## src/rtl/scalar_lsu_pkg.sv

```systemverilog
// Shared types and lane-formatting helpers for the scalar load/store unit.
package scalar_lsu_pkg;

  localparam logic [2:0] F3_B  = 3'b000;
  localparam logic [2:0] F3_H  = 3'b001;
  localparam logic [2:0] F3_W  = 3'b010;
  localparam logic [2:0] F3_BU = 3'b100;
  localparam logic [2:0] F3_HU = 3'b101;

  localparam int unsigned RSP_W = 38;

  typedef struct packed {
    logic        err;
    logic [31:0] data;
    logic [4:0]  rd;
  } rsp_t;

  typedef struct packed {
    logic [4:0] rd;
    logic [2:0] funct3;
    logic [1:0] off;
  } meta_t;

  // Illegal funct3 for the direction, or an access not aligned to its size.
  function automatic logic cmd_bad(input logic we, input logic [2:0] funct3,
                                   input logic [1:0] off);
    logic legal;
    logic misal;
    case (funct3)
      F3_B:    begin legal = 1'b1; misal = 1'b0;        end
      F3_H:    begin legal = 1'b1; misal = off[0];      end
      F3_W:    begin legal = 1'b1; misal = (off != 2'b00); end
      F3_BU:   begin legal = !we;  misal = 1'b0;        end
      F3_HU:   begin legal = !we;  misal = off[0];      end
      default: begin legal = 1'b0; misal = 1'b0;        end
    endcase
    return !legal || misal;
  endfunction

  function automatic logic [3:0] lane_mask(input logic [2:0] funct3, input logic [1:0] off);
    case (funct3)
      F3_B, F3_BU: return 4'b0001 << off;
      F3_H, F3_HU: return off[1] ? 4'b1100 : 4'b0011;
      default:     return 4'b1111;
    endcase
  endfunction

  function automatic logic [31:0] store_replicate(input logic [2:0] funct3,
                                                  input logic [31:0] wdata);
    case (funct3)
      F3_B:    return {4{wdata[7:0]}};
      F3_H:    return {2{wdata[15:0]}};
      default: return wdata;
    endcase
  endfunction

  function automatic logic [31:0] load_extract(input logic [2:0] funct3, input logic [1:0] off,
                                               input logic [31:0] word);
    logic [31:0] lane;
    case (funct3)
      F3_B, F3_BU: lane = word >> {off, 3'b000};
      F3_H, F3_HU: lane = word >> {off[1], 4'b0000};
      default:     lane = word;
    endcase
    case (funct3)
      F3_B:    return {{24{lane[7]}}, lane[7:0]};
      F3_BU:   return {24'h0, lane[7:0]};
      F3_H:    return {{16{lane[15]}}, lane[15:0]};
      F3_HU:   return {16'h0, lane[15:0]};
      default: return lane;
    endcase
  endfunction

endpackage

```

## src/rtl/scalar_lsu_if.sv

```systemverilog
// Command, response, memory-request and memory-response buses of the scalar LSU.
interface scalar_lsu_if;
  logic        req_valid;
  logic        req_ready;
  logic        req_we;
  logic [2:0]  req_funct3;
  logic [31:0] req_addr;
  logic [31:0] req_wdata;
  logic [4:0]  req_rd;

  logic        rsp_valid;
  logic        rsp_ready;
  logic [31:0] rsp_data;
  logic [4:0]  rsp_rd;
  logic        rsp_err;

  logic        t_valid;
  logic        t_ready;
  logic        t_we;
  logic [3:0]  t_mask;
  logic [31:0] t_addr;
  logic [31:0] t_data;

  logic        i_valid;
  logic        i_ready;
  logic [31:0] i_data;

  modport slave (
    input  req_valid, req_we, req_funct3, req_addr, req_wdata, req_rd,
    input  rsp_ready, t_ready, i_valid, i_data,
    output req_ready, rsp_valid, rsp_data, rsp_rd, rsp_err,
    output t_valid, t_we, t_mask, t_addr, t_data, i_ready
  );

  modport master (
    output req_valid, req_we, req_funct3, req_addr, req_wdata, req_rd,
    output rsp_ready, t_ready, i_valid, i_data,
    input  req_ready, rsp_valid, rsp_data, rsp_rd, rsp_err,
    input  t_valid, t_we, t_mask, t_addr, t_data, i_ready
  );
endinterface

```

## src/rtl/lsu_rsp_fifo.sv

```systemverilog
// Show-ahead response FIFO; head is valid whenever count is non-zero.
module lsu_rsp_fifo #(
  parameter int unsigned WIDTH = 38,
  parameter int unsigned DEPTH = 2,
  localparam int unsigned AW = (DEPTH > 1) ? $clog2(DEPTH) : 1,
  localparam int unsigned CW = $clog2(DEPTH) + 1
) (
  input  logic             clk,
  input  logic             rst_n,
  input  logic             push,
  input  logic [WIDTH-1:0] push_data,
  input  logic             pop,
  output logic [WIDTH-1:0] head,
  output logic [CW-1:0]    count,
  output logic             empty
);
  logic [WIDTH-1:0] mem_q [DEPTH];
  logic [AW-1:0]    wr_ptr_q, rd_ptr_q;
  logic [CW-1:0]    count_q, count_d;
  logic             pop_ok;

  assign empty  = (count_q == '0);
  assign pop_ok = pop && !empty;
  assign head   = mem_q[rd_ptr_q];
  assign count  = count_q;

  always_comb begin
    count_d = count_q;
    case ({push, pop_ok})
      2'b10:   count_d = count_q + 1'b1;
      2'b01:   count_d = count_q - 1'b1;
      default: count_d = count_q;
    endcase
  end

  always_ff @(posedge clk or negedge rst_n) begin
    if (!rst_n) begin
      wr_ptr_q <= '0;
      rd_ptr_q <= '0;
      count_q  <= '0;
    end else begin
      if (push)   wr_ptr_q <= wr_ptr_q + 1'b1;
      if (pop_ok) rd_ptr_q <= rd_ptr_q + 1'b1;
      count_q <= count_d;
    end
  end

  always_ff @(posedge clk) begin
    if (push) mem_q[wr_ptr_q] <= push_data;
  end
endmodule

```

## src/rtl/scalar_lsu.sv

```systemverilog
// Scalar load/store initiator: formats lanes, traps bad accesses, tracks one in-flight load.
module scalar_lsu
  import scalar_lsu_pkg::*;
#(
  parameter int unsigned RSP_DEPTH = 2,
  parameter int unsigned FIXED_LAT = 1
) (
  input  logic        clk,
  input  logic        rst_n,
  scalar_lsu_if.slave bus,
  output logic        proto_err
);
  localparam int unsigned CW = $clog2(RSP_DEPTH) + 1;

  if (FIXED_LAT != 1) begin : g_lat_check
    $error("scalar_lsu: only FIXED_LAT == 1 is supported");
  end
  if (RSP_DEPTH < 2 || (RSP_DEPTH & (RSP_DEPTH - 1)) != 0) begin : g_depth_check
    $error("scalar_lsu: RSP_DEPTH must be a power of two >= 2");
  end

  meta_t         meta_q, meta_d;
  logic          meta_valid_q, meta_valid_d;
  logic          proto_err_q, proto_err_d;
  logic          first_cycle_q;
  logic          bad, load_credit, accept;
  logic [CW:0]   occ;
  logic          push, fifo_empty;
  rsp_t          push_entry, head;
  logic [CW-1:0] fifo_count;

  assign bad         = cmd_bad(bus.req_we, bus.req_funct3, bus.req_addr[1:0]);
  assign occ         = {1'b0, fifo_count} + (CW + 1)'(meta_valid_q);
  assign load_credit = occ < (CW + 1)'(RSP_DEPTH);
  assign accept      = bus.req_valid && bus.req_ready;

  assign bus.t_we    = bus.req_we;
  assign bus.t_addr  = {bus.req_addr[31:2], 2'b00};
  assign bus.t_mask  = lane_mask(bus.req_funct3, bus.req_addr[1:0]);
  assign bus.t_data  = store_replicate(bus.req_funct3, bus.req_wdata);
  assign bus.i_ready = 1'b1;

  // rst_n gates the handshake so nothing is offered while reset is held.
  always_comb begin
    bus.t_valid   = 1'b0;
    bus.req_ready = 1'b0;
    if (rst_n && bus.req_valid) begin
      if (bad) begin
        bus.req_ready = !meta_valid_q && (fifo_count < CW'(RSP_DEPTH));
      end else begin
        bus.t_valid   = bus.req_we || load_credit;
        bus.req_ready = bus.t_valid && bus.t_ready;
      end
    end
  end

  // Bad commands need meta_valid_q low, so they never collide with a load push.
  always_comb begin
    push       = 1'b0;
    push_entry = '0;
    if (meta_valid_q && bus.i_valid) begin
      push            = 1'b1;
      push_entry.data = load_extract(meta_q.funct3, meta_q.off, bus.i_data);
      push_entry.rd   = meta_q.rd;
    end else if (accept && bad) begin
      push           = 1'b1;
      push_entry.err = 1'b1;
      push_entry.rd  = bus.req_we ? 5'd0 : bus.req_rd;
    end
  end

  always_comb begin
    meta_valid_d = accept && !bad && !bus.req_we;
    meta_d       = meta_q;
    if (meta_valid_d) meta_d = '{rd: bus.req_rd, funct3: bus.req_funct3, off: bus.req_addr[1:0]};
    proto_err_d  = proto_err_q
                 || (meta_valid_q && !bus.i_valid)
                 || (!meta_valid_q && bus.i_valid && !first_cycle_q);
  end

  always_ff @(posedge clk or negedge rst_n) begin
    if (!rst_n) begin
      meta_q        <= '0;
      meta_valid_q  <= 1'b0;
      proto_err_q   <= 1'b0;
      first_cycle_q <= 1'b1;
    end else begin
      meta_q        <= meta_d;
      meta_valid_q  <= meta_valid_d;
      proto_err_q   <= proto_err_d;
      first_cycle_q <= 1'b0;
    end
  end

  lsu_rsp_fifo #(
    .WIDTH(RSP_W),
    .DEPTH(RSP_DEPTH)
  ) u_rsp_fifo (
    .clk      (clk),
    .rst_n    (rst_n),
    .push     (push),
    .push_data(push_entry),
    .pop      (bus.rsp_ready),
    .head     (head),
    .count    (fifo_count),
    .empty    (fifo_empty)
  );

  assign bus.rsp_valid = !fifo_empty;
  assign bus.rsp_data  = head.data;
  assign bus.rsp_rd    = head.rd;
  assign bus.rsp_err   = head.err;
  assign proto_err     = proto_err_q;
endmodule
```

## src/flat_wrapper.sv

```systemverilog
// flat-port wrapper written by rule: the top's interface ports become plain ports
module scalar_lsu_flat import scalar_lsu_pkg::*;
#(
  parameter int unsigned RSP_DEPTH = 2,
  parameter int unsigned FIXED_LAT = 1
)
  (clk, rst_n, proto_err, bus_req_valid, bus_req_we, bus_req_funct3, bus_req_addr, bus_req_wdata, bus_req_rd, bus_rsp_ready, bus_t_ready, bus_i_valid, bus_i_data, bus_req_ready, bus_rsp_valid, bus_rsp_data, bus_rsp_rd, bus_rsp_err, bus_t_valid, bus_t_we, bus_t_mask, bus_t_addr, bus_t_data, bus_i_ready);
  scalar_lsu_if bus_i ();
  input  logic clk;
  input  logic rst_n;
  output logic proto_err;
  input wire logic [$bits(bus_i.req_valid)-1:0] bus_req_valid;
  input wire logic [$bits(bus_i.req_we)-1:0] bus_req_we;
  input wire logic [$bits(bus_i.req_funct3)-1:0] bus_req_funct3;
  input wire logic [$bits(bus_i.req_addr)-1:0] bus_req_addr;
  input wire logic [$bits(bus_i.req_wdata)-1:0] bus_req_wdata;
  input wire logic [$bits(bus_i.req_rd)-1:0] bus_req_rd;
  input wire logic [$bits(bus_i.rsp_ready)-1:0] bus_rsp_ready;
  input wire logic [$bits(bus_i.t_ready)-1:0] bus_t_ready;
  input wire logic [$bits(bus_i.i_valid)-1:0] bus_i_valid;
  input wire logic [$bits(bus_i.i_data)-1:0] bus_i_data;
  output wire logic [$bits(bus_i.req_ready)-1:0] bus_req_ready;
  output wire logic [$bits(bus_i.rsp_valid)-1:0] bus_rsp_valid;
  output wire logic [$bits(bus_i.rsp_data)-1:0] bus_rsp_data;
  output wire logic [$bits(bus_i.rsp_rd)-1:0] bus_rsp_rd;
  output wire logic [$bits(bus_i.rsp_err)-1:0] bus_rsp_err;
  output wire logic [$bits(bus_i.t_valid)-1:0] bus_t_valid;
  output wire logic [$bits(bus_i.t_we)-1:0] bus_t_we;
  output wire logic [$bits(bus_i.t_mask)-1:0] bus_t_mask;
  output wire logic [$bits(bus_i.t_addr)-1:0] bus_t_addr;
  output wire logic [$bits(bus_i.t_data)-1:0] bus_t_data;
  output wire logic [$bits(bus_i.i_ready)-1:0] bus_i_ready;
  assign bus_i.req_valid = bus_req_valid;
  assign bus_i.req_we = bus_req_we;
  assign bus_i.req_funct3 = bus_req_funct3;
  assign bus_i.req_addr = bus_req_addr;
  assign bus_i.req_wdata = bus_req_wdata;
  assign bus_i.req_rd = bus_req_rd;
  assign bus_i.rsp_ready = bus_rsp_ready;
  assign bus_i.t_ready = bus_t_ready;
  assign bus_i.i_valid = bus_i_valid;
  assign bus_i.i_data = bus_i_data;
  assign bus_req_ready = bus_i.req_ready;
  assign bus_rsp_valid = bus_i.rsp_valid;
  assign bus_rsp_data = bus_i.rsp_data;
  assign bus_rsp_rd = bus_i.rsp_rd;
  assign bus_rsp_err = bus_i.rsp_err;
  assign bus_t_valid = bus_i.t_valid;
  assign bus_t_we = bus_i.t_we;
  assign bus_t_mask = bus_i.t_mask;
  assign bus_t_addr = bus_i.t_addr;
  assign bus_t_data = bus_i.t_data;
  assign bus_i_ready = bus_i.i_ready;
  scalar_lsu #(.RSP_DEPTH(RSP_DEPTH), .FIXED_LAT(FIXED_LAT)) u_core (.clk(clk), .rst_n(rst_n), .bus(bus_i), .proto_err(proto_err));
endmodule
```

## config.mk

```make
export PLATFORM = sky130hd
export DESIGN_NAME = scalar_lsu_flat
export DESIGN_NICKNAME = d
export VERILOG_FILES = /design/src/rtl/scalar_lsu_pkg.sv /design/src/rtl/scalar_lsu_if.sv /design/src/rtl/lsu_rsp_fifo.sv /design/src/rtl/scalar_lsu.sv /design/src/flat_wrapper.sv
export SDC_FILE = /design/constraint.sdc
export NUM_CORES = 1
export LEC_CHECK = 0
export CORE_MARGIN = 4
export CORE_UTILIZATION = 43
export DETAILED_ROUTE_END_ITERATION = 8
export PLACE_DENSITY = 0.94
export SYNTH_ARGS = -nofsm -noshare
export SYNTH_HDL_FRONTEND = slang
export SYNTH_SLANG_ARGS = --single-unit
```

## constraint.sdc

```tcl
create_clock -name clk -period 3.9 [get_ports clk]
set_input_delay 0.39 -clock clk [delete_from_list [all_inputs] [get_ports clk]]
set_output_delay 0.39 -clock clk [all_outputs]
set_load 0.005 [all_outputs]
```

==> results of run 1 <==
## report_power, final
group	total (uW)	switching, uW	internal, uW
Combinational	1290	580	705
Sequential	1320	129	1200
Clock	820	363	458
Total	3430	1070	2360
## cell type report
cell class	instances	area, sq um
inverters	12	45.0
clock inverters	5	42.5
well taps	143	179
repair buffers	165	1640
fillers	899	4720
clock buffers	11	243
flip-flops and latches	93	2710
multi-input cells	253	1940
## worst max path at each step
| stage | startpoint | end | slack [ns] | depth (start not counted) |
|---|---|---|---|---|
| CTS | bus_req_funct3[0] | bus_t_valid | 1.05 | 6 |
| floorplan | bus_req_funct3[0] | u_core.u_rsp_fifo.mem_q[1][0] | 0.57 | 5 |
| finish | u_core.meta_q[3] | u_core.u_rsp_fifo.mem_q[1][17] | 1.01 | 4 |
| detailed placement | bus_req_funct3[0] | u_core.u_rsp_fifo.mem_q[0][32] | 0.76 | 7 |
| global placement | bus_req_funct3[0] | u_core.u_rsp_fifo.mem_q[0][33] | 0.93 | 7 |
| global route | bus_req_funct3[0] | u_core.u_rsp_fifo.mem_q[0][14] | 0.82 | 7 |
## state kept, by name, summed over array words and instances, names as in the netlist
signal,flops
u_core.first_cycle_q,1
u_core.meta_q,10
u_core.meta_valid_q,1
u_core.proto_err,1
u_core.u_rsp_fifo.count,2
u_core.u_rsp_fifo.mem_q,76
u_core.u_rsp_fifo.rd_ptr_q,1
u_core.u_rsp_fifo.wr_ptr_q,1
## cells by family (layout without fill, tap and decap cells)
kind of cell,Yosys count,count (layout),synth area share
simple gates,97,97,0.0977
flops,93,93,0.530
mux,80,80,0.172
buf+inv,80,193,0.0950
compound gates,66,66,0.0923
xor+xnor,5,5,0.00857
other cells,2,4,0.00147
fa+ha+maj,1,1,0.00245
## synth_stat cells, types with 2 or more instances
library cell	number	share of area
nand3_1	2	0.0020
dfrtp_1	16	0.078
conb_1	2	0.0015
and4_1	7	0.012
buf_6	3	0.0066
inv_1	11	0.0081
a21o_1	2	0.0029
a21oi_1	21	0.021
buf_4	42	0.062
mux2i_1	17	0.033
nor2_1	34	0.025
a31oi_1	2	0.0024
mux2_2	63	0.14
nand2_1	10	0.0073
xnor2_1	3	0.0051
xor2_1	2	0.0034
and2_1	2	0.0024
buf_2	3	0.0029
or2_2	2	0.0024
a22o_1	5	0.0086
nor3b_1	2	0.0029
nor3_1	19	0.019
nand2b_1	10	0.012
a22oi_1	7	0.010
clkbuf_1	18	0.013
o21bai_1	2	0.0029
o21ai_0	9	0.0088
o221ai_1	7	0.012
nor2b_1	3	0.0037
edfxtp_1	76	0.45
a221oi_1	8	0.014
## layer usage
| metal | wire (um) | global-route usage | up-vias | part of all wire |
|---|---|---|---|---|
| li1 | - | - | 1748 | - |
| met1 | 5060 | 0.244 | 1832 | 0.34 |
| met2 | 7790 | 0.387 | 284 | 0.53 |
| met3 | 1540 | 0.0473 | 36 | 0.10 |
| met4 | 341 | 0.0742 | 0 | 0.023 |
| met5 | 0 | 0 | - | 0 |
## stage by stage
| stage | worst slack, ns | utilization | power, uW |
|---|---|---|---|
| after global placement | 0.929 | 0.565 | 2570 |
| final | 1.01 | 0.590 | 3430 |
| after CTS | 1.05 | 0.590 | 3450 |
| after floorplan | 0.571 | - | 2080 |
| after global routing | 0.817 | 0.590 | 3610 |
| after detailed placement | 0.757 | 0.565 | 2620 |
==> summary.md, run 1 <==
| Metric | Value |
|---|---|
| Status | finished, final reports clean |
| Clock slew seen by the registers of the worst setup and hold paths | 0.07 ns |
| Slowest stage delay, CP | 0.76 ns |
| Routability congestion estimate | 1.02 |
| Std-Cell Rows | 39 |
| R2r endpoint | u_core.u_rsp_fifo.mem_q[1][17] |
| Worst-path cell chain | nand2b_1 > nand3_1 > a31oi_1 > a221oi_1 |
| Post-route clock period utilization | 0.741 |
| CP endpoint kind | flop |
| Clk Latency, worst-skew pair | 0.34 ns |
| Setup violators final | 0 |
| Post-Syn Area per Cell | 12.0 sq um |
| Initial antenna violation count | 0 |
| Num ports | 223 |
| Synth cell types | 45 |
| Post-CTS Setup Inserts | 0 |
| Fmax | 346 MHz |
| Vias in the first global route | 3843 |
| Antenna diodes | 0 |
| Max-slew violation count | 0 |
| Main flop type after synthesis | edfxtp_1 |
| Reg2reg start | u_core.meta_q[3] |
| Largest net degree at the start of global routing | 40 |
| Asr flop ratio synth | 0.183 |
| Rel. slew slack | 0.419 |
| Pre-Repair DR Iteration Count | 5 |
| Vias post-DR | 3900 |
| Final routed DRC violation total | 0 |
| Area after DPL | 0.00651 sq mm |
| Critical path class | reg2reg |
| Initial drt markers | 327 |
| CP startpoint kind | flop |
| Die width | 117 um |
| Hold Crit Class | in2async |
| Clk buf depth | 2 |
| Power density over the cells | 505 mW/mm^2 |
| Bufs and invs on worst path | 0 |
| Post-layout minimum cycle time | 2.89 ns |
| Delay-heaviest family, CP | simple AND/OR/NAND/NOR gates |
| CTS Hold Buffers Added | 0 |
| Design area | 0.00679 sq mm |
| Hold slack | 0.492 ns |
| ANT nets after route | 0 |
| Seq cells post-synth | 93 |
| Root buf cell | clkbuf_16 |
| Final wirelength | 14700 um |
| Core ar. | 0.0115 sq mm |
| LEAKAGE | 0.00252 uW |
| Final Hold Viols | 0 |
| Die Y | 117 um |
| VDD IR max | 0.278 mV |
| Final Non-Filler Cells | 682 |
| Post-CTS Resized | 0 |
| Synthesized instance count | 424 |
| Most frequent cells in the layout | clkdlybuf4s50_1 (159), edfxtp_1 (76), mux2_2 (63) |
| Post-synthesis sequential area ratio | 0.530 |
| Dpl hpwl | 11200 um |
| Via density | 5.72 |
| Required time of the critical path | 3.91 ns |
| Initial Utilization | 0.444 |
| RSZ-0062 raised after global routing | no |
| Post-Route Skew | 0.0102 ns |
| CTS tree | built |
| TritonCTS Buffers | 9 |
| Placed cells | 666 |
| Setup TNS | 0 ns |
| Commonest non-fill, non-tap cell in the layout | clkdlybuf4s50_1 |
| WL/cell | 21.6 um |
| PortBufs | 159 |
| Die Area | 0.0137 sq mm |
| Ratio of cells with drive above 1 in the final layout | 0.171 |
| Max cap viols | 0 |
| P&R area growth vs syn | 32.9% |
| Post-synth EDFFs | 76 |
| GRT Total Usage | 0.212 |
| H-tree level count | 3 |
| Crit path DAT | 2.90 ns |
| Net count, final | 646 |
| FF-to-FF setup slack | 1.01 ns |
| Synth Warn # | 0 |
| Critical Path Fanout Max | 18 |
| Mapped cell area | 0.00511 sq mm |
| First-pass GRT wire length | 21700 um |
| Clock Sink Count | 93 |
| R2R depth | 4 |
| Grt ovf | 0 |
| Slew @ Worst Pin | 0.870 ns |
| Crit-path slowest cell | dfrtp_1 |
(Power assumes the default switching activity.)
==> inputs of run 2 (changes only) <==
- CORE_UTILIZATION: 43 -> 39
- PLACE_DENSITY: 0.94 -> 0.9
- clock period: 3.9 -> 2.6 ns (I/O delays scaled with it)
==> run 2 against run 1 <==
Combinational power is 60% higher. Wire length is 0.58% lower. Non-clock buffer count grew 18. Design area up 3.1%. Worst hold slack lost 0.16 ns. Critical path depth did not move. Sequential power increased by 48%. Sequential share of layout area down 1.2 points. Clock power is 50% higher.
==> summary.md, run 2 (same netlist as run 1, synthesis figures left out) <==
| Metric | Value |
|---|---|
| Root buf cell | clkbuf_16 |
| Max FFs per register | 76 (unchanged) |
| Met2 usage | 0.351 (-0.0358) |
| Std-Cell Rows | 41 (+5.1%) |
| Die width | 122 um (+4.7%) |
| Status | finished, final reports clean |
| WL/cell | 20.1 um (-6.9%) |
| Crit path DAT | 2.51 ns (-0.39 ns) |
| Crit-path slowest cell | dfrtp_1 |
| R2R depth | 4 (unchanged) |
| LEAKAGE | 0.00262 uW (+3.9%) |
| Largest net degree at the start of global routing | 39 (-2.5%) |
| Worst slack, placed | -0.370 ns (-1.13 ns) |
| Most frequent cells in the layout | clkdlybuf4s50_1 (159), edfxtp_1 (76), mux2_2 (63) |
| Die Y | 122 um (+4.7%) |
| R2r endpoint | u_core.u_rsp_fifo.mem_q[0][14] |
| Initial Utilization | 0.402 (-0.0421) |
| Vias in the first global route | 4063 (+5.7%) |
| Net count, final | 664 (+2.8%) |
| Clk Latency, worst-skew pair | 0.34 ns (about the same) |
| ANT nets after route | 0 (unchanged) |
| RSZ-0062 raised after global routing | no |
| Via density | 5.43 (-5.1%) |
| CP startpoint kind | flop |
| Die Area | 0.0150 sq mm (+9.5%) |
| GRT Total Usage | 0.190 (-0.0219) |
| Post-CTS Setup Inserts | 0 (unchanged) |
| H-tree level count | 3 (unchanged) |
| Antenna diodes | 0 (unchanged) |
| Ratio of cells with drive above 1 in the final layout | 0.198 (+0.0272) |
| Max cap viols | 0 (unchanged) |
| Clock Sink Count | 93 (unchanged) |
| Post-layout minimum cycle time | 2.49 ns (-0.400 ns) |
| Required time of the critical path | 2.62 ns (-1.29 ns) |
| Reg2reg start | u_core.meta_q[1] |
| Gr busiest metal | met2 |
| Fillers | 1092 (+21%) |
| Rel. slew slack | 0.252 (-0.167) |
| Final WS setup | 0.109 ns (-0.900 ns) |
| Slowest stage delay, CP | 0.69 ns (-0.07 ns) |
| Grt met1 use | 0.199 (-0.0450) |
| Area after DPL | 0.00670 sq mm (+3.0%) |
| Slew @ Worst Pin | 1.12 ns (+0.249 ns) |
| Critical Path Fanout Max | 18 (unchanged) |
| Hold Crit Class | in2async |
| PortBufs | 159 (unchanged) |
| Commonest non-fill, non-tap cell in the layout | clkdlybuf4s50_1 |
| P&R area growth vs syn | 37.1% |
| Met3 track demand over resource | 0.0461 (-0.00122) |
| Pre-Repair DR Iteration Count | 5 (unchanged) |
| FF-to-FF setup slack | 0.11 ns (-0.90 ns) |
| Final core occ | 0.550 (-0.0394) |
| Worst-path cell chain | mux2i_1 > nand3_1 > a31oi_1 > a221oi_1 |
| Num ports | 223 (unchanged) |
| Fmax | 401 MHz (+16%) |
| Post-route clock period utilization | 0.958 (+0.217) |
| Routability congestion estimate | 0.904 (-11%) |
| Grt ovf | 0 (unchanged) |
| TritonCTS Buffers | 9 (unchanged) |
| CTS tree | built |
| CP endpoint kind | flop |
| Core ar. | 0.0127 sq mm (+10%) |
| VDD IR max | 0.343 mV (+23%) |
| Setup violators final | 0 (unchanged) |
| Initial drt markers | 433 (+32%) |
| Bufs and invs on worst path | 0 (unchanged) |
| Critical path class | reg2reg |
| Delay-heaviest family, CP | compound AO/OA/AOI/OAI gates |
| Initial antenna violation count | 0 (unchanged) |
| Final wirelength | 14600 um (-0.58%) |
| Final Hold Viols | 0 (unchanged) |
| Clk buf depth | 2 (unchanged) |
| Largest Register | u_core.u_rsp_fifo.mem_q |
| Design area | 0.00700 sq mm (+3.1%) |
| Post-Route Skew | 0.00392 ns (-0.00628 ns) |
| Clock slew seen by the registers of the worst setup and hold paths | 0.06 ns (about the same) |
| Hold slack | 0.328 ns (-0.164 ns) |
| First-pass GRT wire length | 21700 um (+0.32%) |
| Dpl hpwl | 11200 um (-0.10%) |
| Power density over the cells | 752 mW/mm^2 (+49%) |
| Max-slew violation count | 0 (unchanged) |
| Vias post-DR | 3952 (+1.3%) |
| Final routed DRC violation total | 0 (unchanged) |
==> run 2: cell count changes in the layout (fill, tap and decap cells not counted), sizes merged <==
cell,before,now
clkinv,2,6
clkinvlp,1,0
inv,14,11
clkbuf,11,9
buf,6,24
bufinv,0,1
==> run 2: area by class of cell <==
type | instances | area, sq um | area share
timing repair buffer | 183 | 1800 | 0.257
clock inverter | 6 | 55.1 | 0.00786
multi-input combinational | 253 | 1960 | 0.279
sequential | 93 | 2710 | 0.387
inverter | 12 | 45.0 | 0.00643
clock buffer | 9 | 225 | 0.0322
tap | 172 | 215 | 0.0307
==> run 2: worst max path at each step <==
stage                       from                        endpoint  slack, ns  cells after the start
3_5_place_dp     bus_req_addr[0]  u_core.u_rsp_fifo.mem_q[1][27]      -0.37                      5
5_1_grt          bus_req_addr[0]  u_core.u_rsp_fifo.mem_q[0][12]      0.008                      5
3_3_place_gp     bus_req_addr[0]  u_core.u_rsp_fifo.mem_q[1][32]      -0.27                      5
4_1_cts        bus_req_funct3[2]                   bus_req_ready       0.11                      6
2_1_floorplan  bus_req_funct3[0]   u_core.u_rsp_fifo.mem_q[1][0]        0.1                      5
6_report        u_core.meta_q[1]  u_core.u_rsp_fifo.mem_q[0][14]       0.11                      4
==> run 2: repair_timing <==
action / CTS / global route
setup endpoints to repair: 76 / 78
cloned: 0 / 0
gates resized for setup: 1 / 2
hold buffers: 0 / 0
pin swaps: 0 / 1
==> run 2: worst reg2reg max path: cells and delay by family, from the launching register on <==
| kind | cells | cell delay (ns) |
|---|---|---|
| AO/OA/AOI/OAI | 2 | 0.85 |
| multiplexers | 1 | 0.39 |
| flip-flops | 1 | 0.69 |
| AND/OR/NAND/NOR | 1 | 0.25 |
==> run 2: through the flow <==
stage / setup TNS (ns) / total power [uW] / instances
detailed placement: -27.42 / 4040 / 713
floorplan: 0 / 3120 / 426
CTS: 0 / 5290 / 728
finish: 0 / 5260 / 728
global route: 0 / 5500 / 728
global placement: -19.16 / 3970 / 713
==> run 2: per-layer routing <==
layer,routed length [um],part of all wire
met3,1280,0.088
met5,0,0
met2,7830,0.53
met1,4900,0.33
met4,629,0.043
==> run 2: where the power goes <==
| part | leakage (uW) | total, uW | internal, uW | switching, uW |
|---|---|---|---|---|
| Combinational | 0.00155 | 2070 | 1140 | 930 |
| Clock | 0.000138 | 1230 | 729 | 506 |
| Sequential | 0.000923 | 1950 | 1800 | 158 |
